`src/rtl/ddr_lanectrl_dly_seq_pkg.sv`:
```
// ddr_lanectrl_pkg: shared types and defaults for the DQS delay-line sequencer.
//   seq_state_t  - sequencer FSM states
//   DEF_*        - parameter defaults used by the top and the tap tracker
//   clog2_min1   - lane-select width, never less than one bit
package ddr_lanectrl_pkg;

    typedef enum logic [2:0] {
        ST_IDLE  = 3'd0,
        ST_PRE   = 3'd1,
        ST_PULSE = 3'd2,
        ST_GAP   = 3'd3,
        ST_POST  = 3'd4,
        ST_FIN   = 3'd5
    } seq_state_t;

    localparam int DEF_NUM_LANES  = 4;
    localparam int DEF_TAP_W      = 8;
    localparam int DEF_MAX_TAP    = 255;
    localparam int DEF_PAUSE_PRE  = 2;
    localparam int DEF_PAUSE_POST = 2;
    localparam int DEF_MOVE_GAP   = 1;

    function automatic int clog2_min1(input int n);
        int w;
        w = 0;
        while ((1 << w) < n) w++;
        return (w < 1) ? 1 : w;
    endfunction

endpackage

```
`src/rtl/ddr_lanectrl_dly_seq_tap_tracker.sv`:
```
// ddr_lane_tap_tracker: tracked tap position of one delay line.
//   clk, rst_n      - fabric clock, synchronous active-low reset
//   move, load, dir - the lane's registered MOVE / LOAD / DIRECTION pulses
//   tap             - current tracked tap position
//   would_overflow  - the next move in direction 'dir' would leave 0..MAX_TAP
module ddr_lane_tap_tracker
    import ddr_lanectrl_pkg::*;
#(
    parameter int TAP_W   = DEF_TAP_W,
    parameter int MAX_TAP = DEF_MAX_TAP
)(
    input  logic             clk,
    input  logic             rst_n,
    input  logic             move,
    input  logic             load,
    input  logic             dir,
    output logic [TAP_W-1:0] tap,
    output logic             would_overflow
);

    localparam logic [TAP_W-1:0] TAP_MAX = TAP_W'(MAX_TAP);

    assign would_overflow = dir ? (tap >= TAP_MAX) : (tap == '0);

    // The sequencer never issues an overflowing pulse; the guard keeps the
    // counter inside range even if it ever did.
    always_ff @(posedge clk) begin
        if (!rst_n) begin
            tap <= '0;
        end else if (load) begin
            tap <= '0;
        end else if (move && !would_overflow) begin
            tap <= dir ? tap + TAP_W'(1) : tap - TAP_W'(1);
        end
    end

endmodule

```
`src/rtl/ddr_lanectrl_dly_seq.sv`:
```
// ddr_lanectrl_dly_seq: multi-lane DQS delay-line sequencer.
// Takes one move/load request at a time, opens a pause window on the target
// lane, issues spaced MOVE pulses (or one LOAD pulse), closes the window and
// reports completion with DONE / DONE_OOR.
//   FAB_CLK, RESET_N            - clock, synchronous active-low reset
//   REQ_*                       - request channel (valid/ready)
//   DONE, DONE_OOR              - completion pulse, abort/illegal qualifier
//   HS_IO_CLK_PAUSE, DELAY_LINE_MOVE/LOAD/DIRECTION - per-lane LANECTRL controls
//   DELAY_LINE_OUT_OF_RANGE     - per-lane range flag from LANECTRL
//   TAP_POS                     - tracked taps, lane 0 in the LSBs
//   state_dbg                   - current FSM state
// Build option: define DDR_LANE_TAP_TRACK_EN to add per-lane tap tracking,
// which also blocks any pulse that would move a tap outside 0..MAX_TAP.
module ddr_lanectrl_dly_seq
    import ddr_lanectrl_pkg::*;
#(
    parameter  int NUM_LANES  = DEF_NUM_LANES,
    parameter  int TAP_W      = DEF_TAP_W,
    parameter  int MAX_TAP    = DEF_MAX_TAP,
    parameter  int PAUSE_PRE  = DEF_PAUSE_PRE,
    parameter  int PAUSE_POST = DEF_PAUSE_POST,
    parameter  int MOVE_GAP   = DEF_MOVE_GAP,
    localparam int LANE_W     = clog2_min1(NUM_LANES)
)(
    input  logic                       FAB_CLK,
    input  logic                       RESET_N,
    input  logic                       REQ_VALID,
    output logic                       REQ_READY,
    input  logic [LANE_W-1:0]          REQ_LANE,
    input  logic                       REQ_LOAD,
    input  logic                       REQ_DIR,
    input  logic [TAP_W-1:0]           REQ_STEPS,
    output logic                       DONE,
    output logic                       DONE_OOR,
    output logic [NUM_LANES-1:0]       HS_IO_CLK_PAUSE,
    output logic [NUM_LANES-1:0]       DELAY_LINE_MOVE,
    output logic [NUM_LANES-1:0]       DELAY_LINE_LOAD,
    output logic [NUM_LANES-1:0]       DELAY_LINE_DIRECTION,
    input  logic [NUM_LANES-1:0]       DELAY_LINE_OUT_OF_RANGE,
    output logic [NUM_LANES*TAP_W-1:0] TAP_POS,
    output logic [2:0]                 state_dbg
);

    localparam logic [15:0] PRE_LAST  = 16'(PAUSE_PRE - 1);
    localparam logic [15:0] POST_LAST = 16'(PAUSE_POST - 1);
    localparam logic [15:0] GAP_LAST  = 16'(MOVE_GAP - 1);

    function automatic logic [NUM_LANES-1:0] lane_mask(input logic [LANE_W-1:0] l);
        lane_mask = '0;
        for (int i = 0; i < NUM_LANES; i++) begin
            if (l == LANE_W'(i)) lane_mask[i] = 1'b1;
        end
    endfunction

    seq_state_t               state;
    logic [LANE_W-1:0]        lane_q;
    logic                     load_q;
    logic [TAP_W-1:0]         steps_q;
    logic                     oor_q;
    logic [15:0]              cnt;
    logic                     ready_q, done_q, done_oor_q;
    logic [NUM_LANES-1:0]     pause_q, move_q, load_p_q, dir_out_q;
    logic [NUM_LANES-1:0]     would_ovf;
    logic [NUM_LANES-1:0]     cur_mask;
    logic                     sel_oor, sel_ovf, req_lane_ok;

    assign cur_mask    = lane_mask(lane_q);
    assign sel_oor     = |(DELAY_LINE_OUT_OF_RANGE & cur_mask);
    // A load always lands on tap 0, so only moves can be blocked by tracking.
    assign sel_ovf     = |(would_ovf & cur_mask) & ~load_q;
    assign req_lane_ok = {1'b0, REQ_LANE} < (LANE_W + 1)'(NUM_LANES);

`ifdef DDR_LANE_TAP_TRACK_EN
    for (genvar i = 0; i < NUM_LANES; i++) begin : g_trk
        ddr_lane_tap_tracker #(
            .TAP_W   (TAP_W),
            .MAX_TAP (MAX_TAP)
        ) u_trk (
            .clk            (FAB_CLK),
            .rst_n          (RESET_N),
            .move           (move_q[i]),
            .load           (load_p_q[i]),
            .dir            (dir_out_q[i]),
            .tap            (TAP_POS[i*TAP_W +: TAP_W]),
            .would_overflow (would_ovf[i])
        );
    end
`else
    // Without tracking MAX_TAP has no effect on the hardware.
    logic unused_max_tap;
    assign unused_max_tap = (MAX_TAP > 0);
    assign TAP_POS        = '0;
    assign would_ovf      = '0;
`endif

    // Handshake: a request transfers on a FAB_CLK edge where REQ_VALID and
    // REQ_READY are both 1. REQ_READY is 1 only in IDLE; it drops on the
    // accept edge and returns the cycle after DONE. REQ_VALID while REQ_READY
    // is 0 is ignored, and the REQ_* fields matter only on the accept edge.
    // All outputs are registered: each transition also sets the outputs of
    // the state being entered.
    always_ff @(posedge FAB_CLK) begin
        if (!RESET_N) begin
            state      <= ST_IDLE;
            lane_q     <= '0;
            load_q     <= 1'b0;
            steps_q    <= '0;
            oor_q      <= 1'b0;
            cnt        <= '0;
            ready_q    <= 1'b1;
            done_q     <= 1'b0;
            done_oor_q <= 1'b0;
            pause_q    <= '0;
            move_q     <= '0;
            load_p_q   <= '0;
            dir_out_q  <= '0;
        end else begin
            done_q     <= 1'b0;
            done_oor_q <= 1'b0;
            move_q     <= '0;
            load_p_q   <= '0;
            case (state)
                ST_IDLE: begin
                    if (REQ_VALID) begin
                        lane_q  <= REQ_LANE;
                        load_q  <= REQ_LOAD;
                        steps_q <= REQ_LOAD ? TAP_W'(1) : REQ_STEPS;
                        oor_q   <= 1'b0;
                        cnt     <= '0;
                        ready_q <= 1'b0;
                        if (!req_lane_ok) begin
                            state      <= ST_FIN;
                            done_q     <= 1'b1;
                            done_oor_q <= 1'b1;
                        end else if (!REQ_LOAD && REQ_STEPS == '0) begin
                            state  <= ST_FIN;
                            done_q <= 1'b1;
                        end else begin
                            state     <= ST_PRE;
                            pause_q   <= lane_mask(REQ_LANE);
                            dir_out_q <= (!REQ_LOAD && REQ_DIR) ? lane_mask(REQ_LANE) : '0;
                        end
                    end
                end
                ST_PRE: begin
                    if (cnt == PRE_LAST) begin
                        cnt <= '0;
                        if (sel_ovf) begin
                            state <= ST_POST;
                            oor_q <= 1'b1;
                        end else begin
                            state   <= ST_PULSE;
                            steps_q <= steps_q - TAP_W'(1);
                            if (load_q) load_p_q <= cur_mask;
                            else        move_q   <= cur_mask;
                        end
                    end else begin
                        cnt <= cnt + 16'd1;
                    end
                end
                ST_PULSE: begin
                    cnt <= '0;
                    if (sel_oor) begin
                        state <= ST_POST;
                        oor_q <= 1'b1;
                    end else if (load_q) begin
                        // A load is a single pulse: no trailing gap.
                        state <= ST_POST;
                    end else begin
                        state <= ST_GAP;
                    end
                end
                ST_GAP: begin
                    if (sel_oor) begin
                        state <= ST_POST;
                        oor_q <= 1'b1;
                        cnt   <= '0;
                    end else if (cnt == GAP_LAST) begin
                        cnt <= '0;
                        if (steps_q == '0) begin
                            state <= ST_POST;
                        end else if (sel_ovf) begin
                            state <= ST_POST;
                            oor_q <= 1'b1;
                        end else begin
                            state   <= ST_PULSE;
                            steps_q <= steps_q - TAP_W'(1);
                            move_q  <= cur_mask;
                        end
                    end else begin
                        cnt <= cnt + 16'd1;
                    end
                end
                ST_POST: begin
                    if (cnt == POST_LAST) begin
                        cnt        <= '0;
                        state      <= ST_FIN;
                        done_q     <= 1'b1;
                        done_oor_q <= oor_q;
                        pause_q    <= '0;
                        dir_out_q  <= '0;
                    end else begin
                        cnt <= cnt + 16'd1;
                    end
                end
                ST_FIN: begin
                    state   <= ST_IDLE;
                    ready_q <= 1'b1;
                end
                default: begin
                    state   <= ST_IDLE;
                    ready_q <= 1'b1;
                    pause_q <= '0;
                end
            endcase
        end
    end

    assign REQ_READY            = ready_q;
    assign DONE                 = done_q;
    assign DONE_OOR             = done_oor_q;
    assign HS_IO_CLK_PAUSE      = pause_q;
    assign DELAY_LINE_MOVE      = move_q;
    assign DELAY_LINE_LOAD      = load_p_q;
    assign DELAY_LINE_DIRECTION = dir_out_q;
    assign state_dbg            = state;

endmodule

```
`config.mk`:
```
export PLATFORM = sky130hd
export DESIGN_NAME = ddr_lanectrl_dly_seq
export DESIGN_NICKNAME = d
export VERILOG_FILES = /design/src/rtl/ddr_lanectrl_dly_seq_pkg.sv /design/src/rtl/ddr_lanectrl_dly_seq_tap_tracker.sv /design/src/rtl/ddr_lanectrl_dly_seq.sv
export SDC_FILE = /design/constraint.sdc
export NUM_CORES = 1
export LEC_CHECK = 0
export BUFFER_PORTS_ARGS = -buffer_cell sky130_fd_sc_hd__buf_2
export CORE_MARGIN = 8
export CORE_UTILIZATION = 50
export CTS_BUF_LIST = sky130_fd_sc_hd__clkbuf_16
export DETAILED_ROUTE_END_ITERATION = 8
export GPL_TIMING_DRIVEN = 1
export PLACE_DENSITY = 0.76
export SLEW_MARGIN = 20
export SYNTH_ARGS = -nofsm -noshare
export SYNTH_HDL_FRONTEND = slang
export SYNTH_SLANG_ARGS = --single-unit
```
`constraint.sdc`:
```
create_clock -name FAB_CLK -period 3.5 [get_ports FAB_CLK]
set_input_delay 0.175 -clock FAB_CLK [delete_from_list [all_inputs] [get_ports FAB_CLK]]
set_output_delay 0.175 -clock FAB_CLK [all_outputs]
set_load 0.01 [all_outputs]
```
==> flow_summary.yaml <==
worst_hold_path:
  min_from: "REQ_LANE[0]"
  whs_path_depth: 3
  min_to: "lane_q[0]"
  hold_class: "input port to register"
setup_path:
  crit_arrival_ns: 2.66
  worstPathRequired_ns: 3.70
  rrSetupSlack_ns: 1.03
  r2r-end: "steps_q[2]"
  worstRegToRegCells: 5
  critPathMaxFanout: 10
  critPathKind: "register to register"
  startpoint: "cnt[13]"
  cp-start-kind: "register"
  worst_setup_path_end_kind: "register"
  r2r_start: "cnt[13]"
power:
  p_seq_share_pct: 42.8
  combPwrFrac_pct: 25.5
  ir_drop_v: 0.000305
  p_clk_share_pct: 31.7
  p_leak_nw: 1.23
  power.internal_mw: 1.01
  p_sw_mw: 0.511
  power.density_mw_per_mm2: 480
  p_sw_share_pct: 33.6
route:
  wl_um: 7080
  drtIter0Drc: 226
  wl_per_cell_um: 15.3
  drc: 0
  ant_nets: 0
  drtPass1Iterations: 4
  routed_via_density: 5.81
  vias: 2692
clocking:
  cts_max_level: 2
  cts_sinks: 50
  cts_setup_buffers: 0
  cts_resized: 0
  cts-root-buf: "clkbuf_16"
  clk_pin_slew_ns: 0.07
  insertion_delay_ns: 0.29
  cts_tree: "yes"
  holdBufCountCts: 0
  cts_buffer_depth: 2
  numCtsBuffers: 5
yosys:
  synthArstFlopShare_pct: 0
  yosysWarnings: 0
  synth.avg_cell_area_um2: 8.19
  synth-main-ff-cell: "dfxtp_1"
  synth_enable_flop_cells: 0
  synth_cell_types: 55
  ys_ff_latch: 50
  synth_area_mm2: 0.00291
  ys_seq_area_share_pct: 34.4
  syn-instance-count: 355
finish:
  regArea_mm2: 0.00100
  final_cell_mix: "dfxtp_1 (50), buf_2 (40), conb_1 (32)"
  syn_to_final_growth_pct: 8.91
  finalNetCount: 414
  layout-drive-gt1-share_pct: 17.4
  multiInputGateArea_mm2: 0.00168
  fillers: 533
  stdcell_area_mm2: 0.00317
  antennaDiodeCount: 0
  final_common_cell: "dfxtp_1"
global_routing:
  grt_pass1_vias: 2610
  grt_max_degree: 26
  antenna_found_initial: 0
  globalRouteTotalUtil_pct: 16.3
  grt_overflow: 0
  grt_pass1_wl_um: 12000
timing:
  whs_ns: 0.185
  layout_setup_ws_ns: 1.03
  grt_setup_unrepaired: "false"
  setup_viol: 0
  worstMarginPinSlew_ns: 0.860
  period_share_pct: 70.4
  fin_crit_ns: 2.47
  clock.fmax_mhz: 406
  finalHoldViolCount: 0
  timing.slew.headroom_pct: 42.6
  maxSlewViolCount: 0
  tns_ns: 0
  finalClockSkew_ns: 0.00413
floorplan:
  die_x_um: 92.3
  fp-row-count: 27
  core_mm2: 0.00557
  fp.dieH_um: 92.3
  die-area_mm2: 0.00851
  ioPinCount: 73
  initial_utilization_pct: 52.2
placement:
  dp_hpwl_um: 5150
  pre_cts_slack_ns: 1.14
  io_buffers: 40
  post_dp_cell_area_mm2: 0.00302
  gp_congestion: 0.909
job:
  cap_violations: 0
run_status:
  status: "finished, final reports clean"
## cell type report
| class | instances | share of cell area (%) |
|---|---|---|
| clock buffers | 5 | 3.95 |
| multi-input cells | 281 | 53.1 |
| flip-flops and latches | 50 | 31.6 |
| inverters | 11 | 1.30 |
| well taps | 72 | 2.84 |
| repair buffers | 41 | 6.56 |
| clock inverters | 3 | 0.672 |
## routing by layer
layer	wire, um	track usage [%]	part of all wire (%)	up-vias
li1	-	-	-	1302
met1	3110	20.0	44	1269
met2	3360	26.6	47	115
met3	544	4.24	7.7	6
met4	66	6.44	0.93	0
met5	0	0	0	-
## power by group through the flow
stage / Combinational (mW) / Sequential, mW / Clock, mW
after global routing: 0.428 / 0.656 / 0.512
after detailed placement: 0.377 / 0.661 / 0
after CTS: 0.381 / 0.648 / 0.484
after global placement: 0.368 / 0.661 / 0
final: 0.389 / 0.651 / 0.481
after floorplan: 0.326 / 0.645 / 0
## cells in the mapped netlist (all sizes together), types with 3 or more instances
cell    count  area share [%]
and3        5             1.1
and4        4             1.2
inv        11             1.4
nor2       32             5.2
o31ai       7             2.0
nor3b       6             1.9
or3         7             1.5
a21oi      22             3.8
nand4       9             1.9
dfxtp      50              34
nor3       13             2.2
or4         8             2.1
xnor2       4             1.2
nand3b      5             1.3
o22ai       3            0.65
ha          5             2.2
xor2        6             1.8
and2        3            0.65
a211oi      6             1.7
nand2      26             3.4
nand3      15             2.6
o21ai      21             3.6
nand2b      7             1.5
buf        35             9.2
nor4        7             1.5
o211ai      3            0.77
a32o        3             1.0
clkbuf      9             1.2
## worst max-delay path by stage
| stage | cells past startpoint | to |
|---|---|---|
| 6_report | 5 | steps_q[2] |
| 5_1_grt | 5 | cnt[13] |
| 4_1_cts | 7 | steps_q[3] |
| 3_5_place_dp | 7 | steps_q[3] |
| 3_3_place_gp | 6 | cnt[7] |
| 2_1_floorplan | 7 | cnt[13] |
## state kept, by name, indices dropped and copies added (netlist names), 2 cells and up
name and count:
DELAY_LINE_LOAD 4, lane_q 2, DELAY_LINE_DIRECTION 4, cnt 16, DELAY_LINE_MOVE 4, HS_IO_CLK_PAUSE 4, steps_q 8, state_dbg 3
## logic make-up after synthesis
family / share of synthesized area [%]
adder cells (fa/ha/maj): 2.15
XOR/XNOR: 3.01
multiplexers: 1.12
AND/OR/NAND/NOR: 29.6
AO/OA/AOI/OAI: 17.8
flip-flops: 34.4
buffers and inverters: 11.8
other: 0.129
## stage by stage
stage                     util [%]  power (mW)  instances
after global placement        54.2        1.03        455
after detailed placement      54.2        1.04        455
after floorplan                  -       0.971        386
after global routing          56.8        1.60        463
final                         56.8        1.52        463
after CTS                     56.8        1.51        463
## worst max-delay path, cell delays in order, from the launching register on
cell	delay (ns)
dfxtp_1	0.35
nor4_1	0.56
nand4_1	0.35
o21ai_1	0.64
o21ai_1	0.19
o32ai_1	0.29
Power figures use the tool's default switching activity.
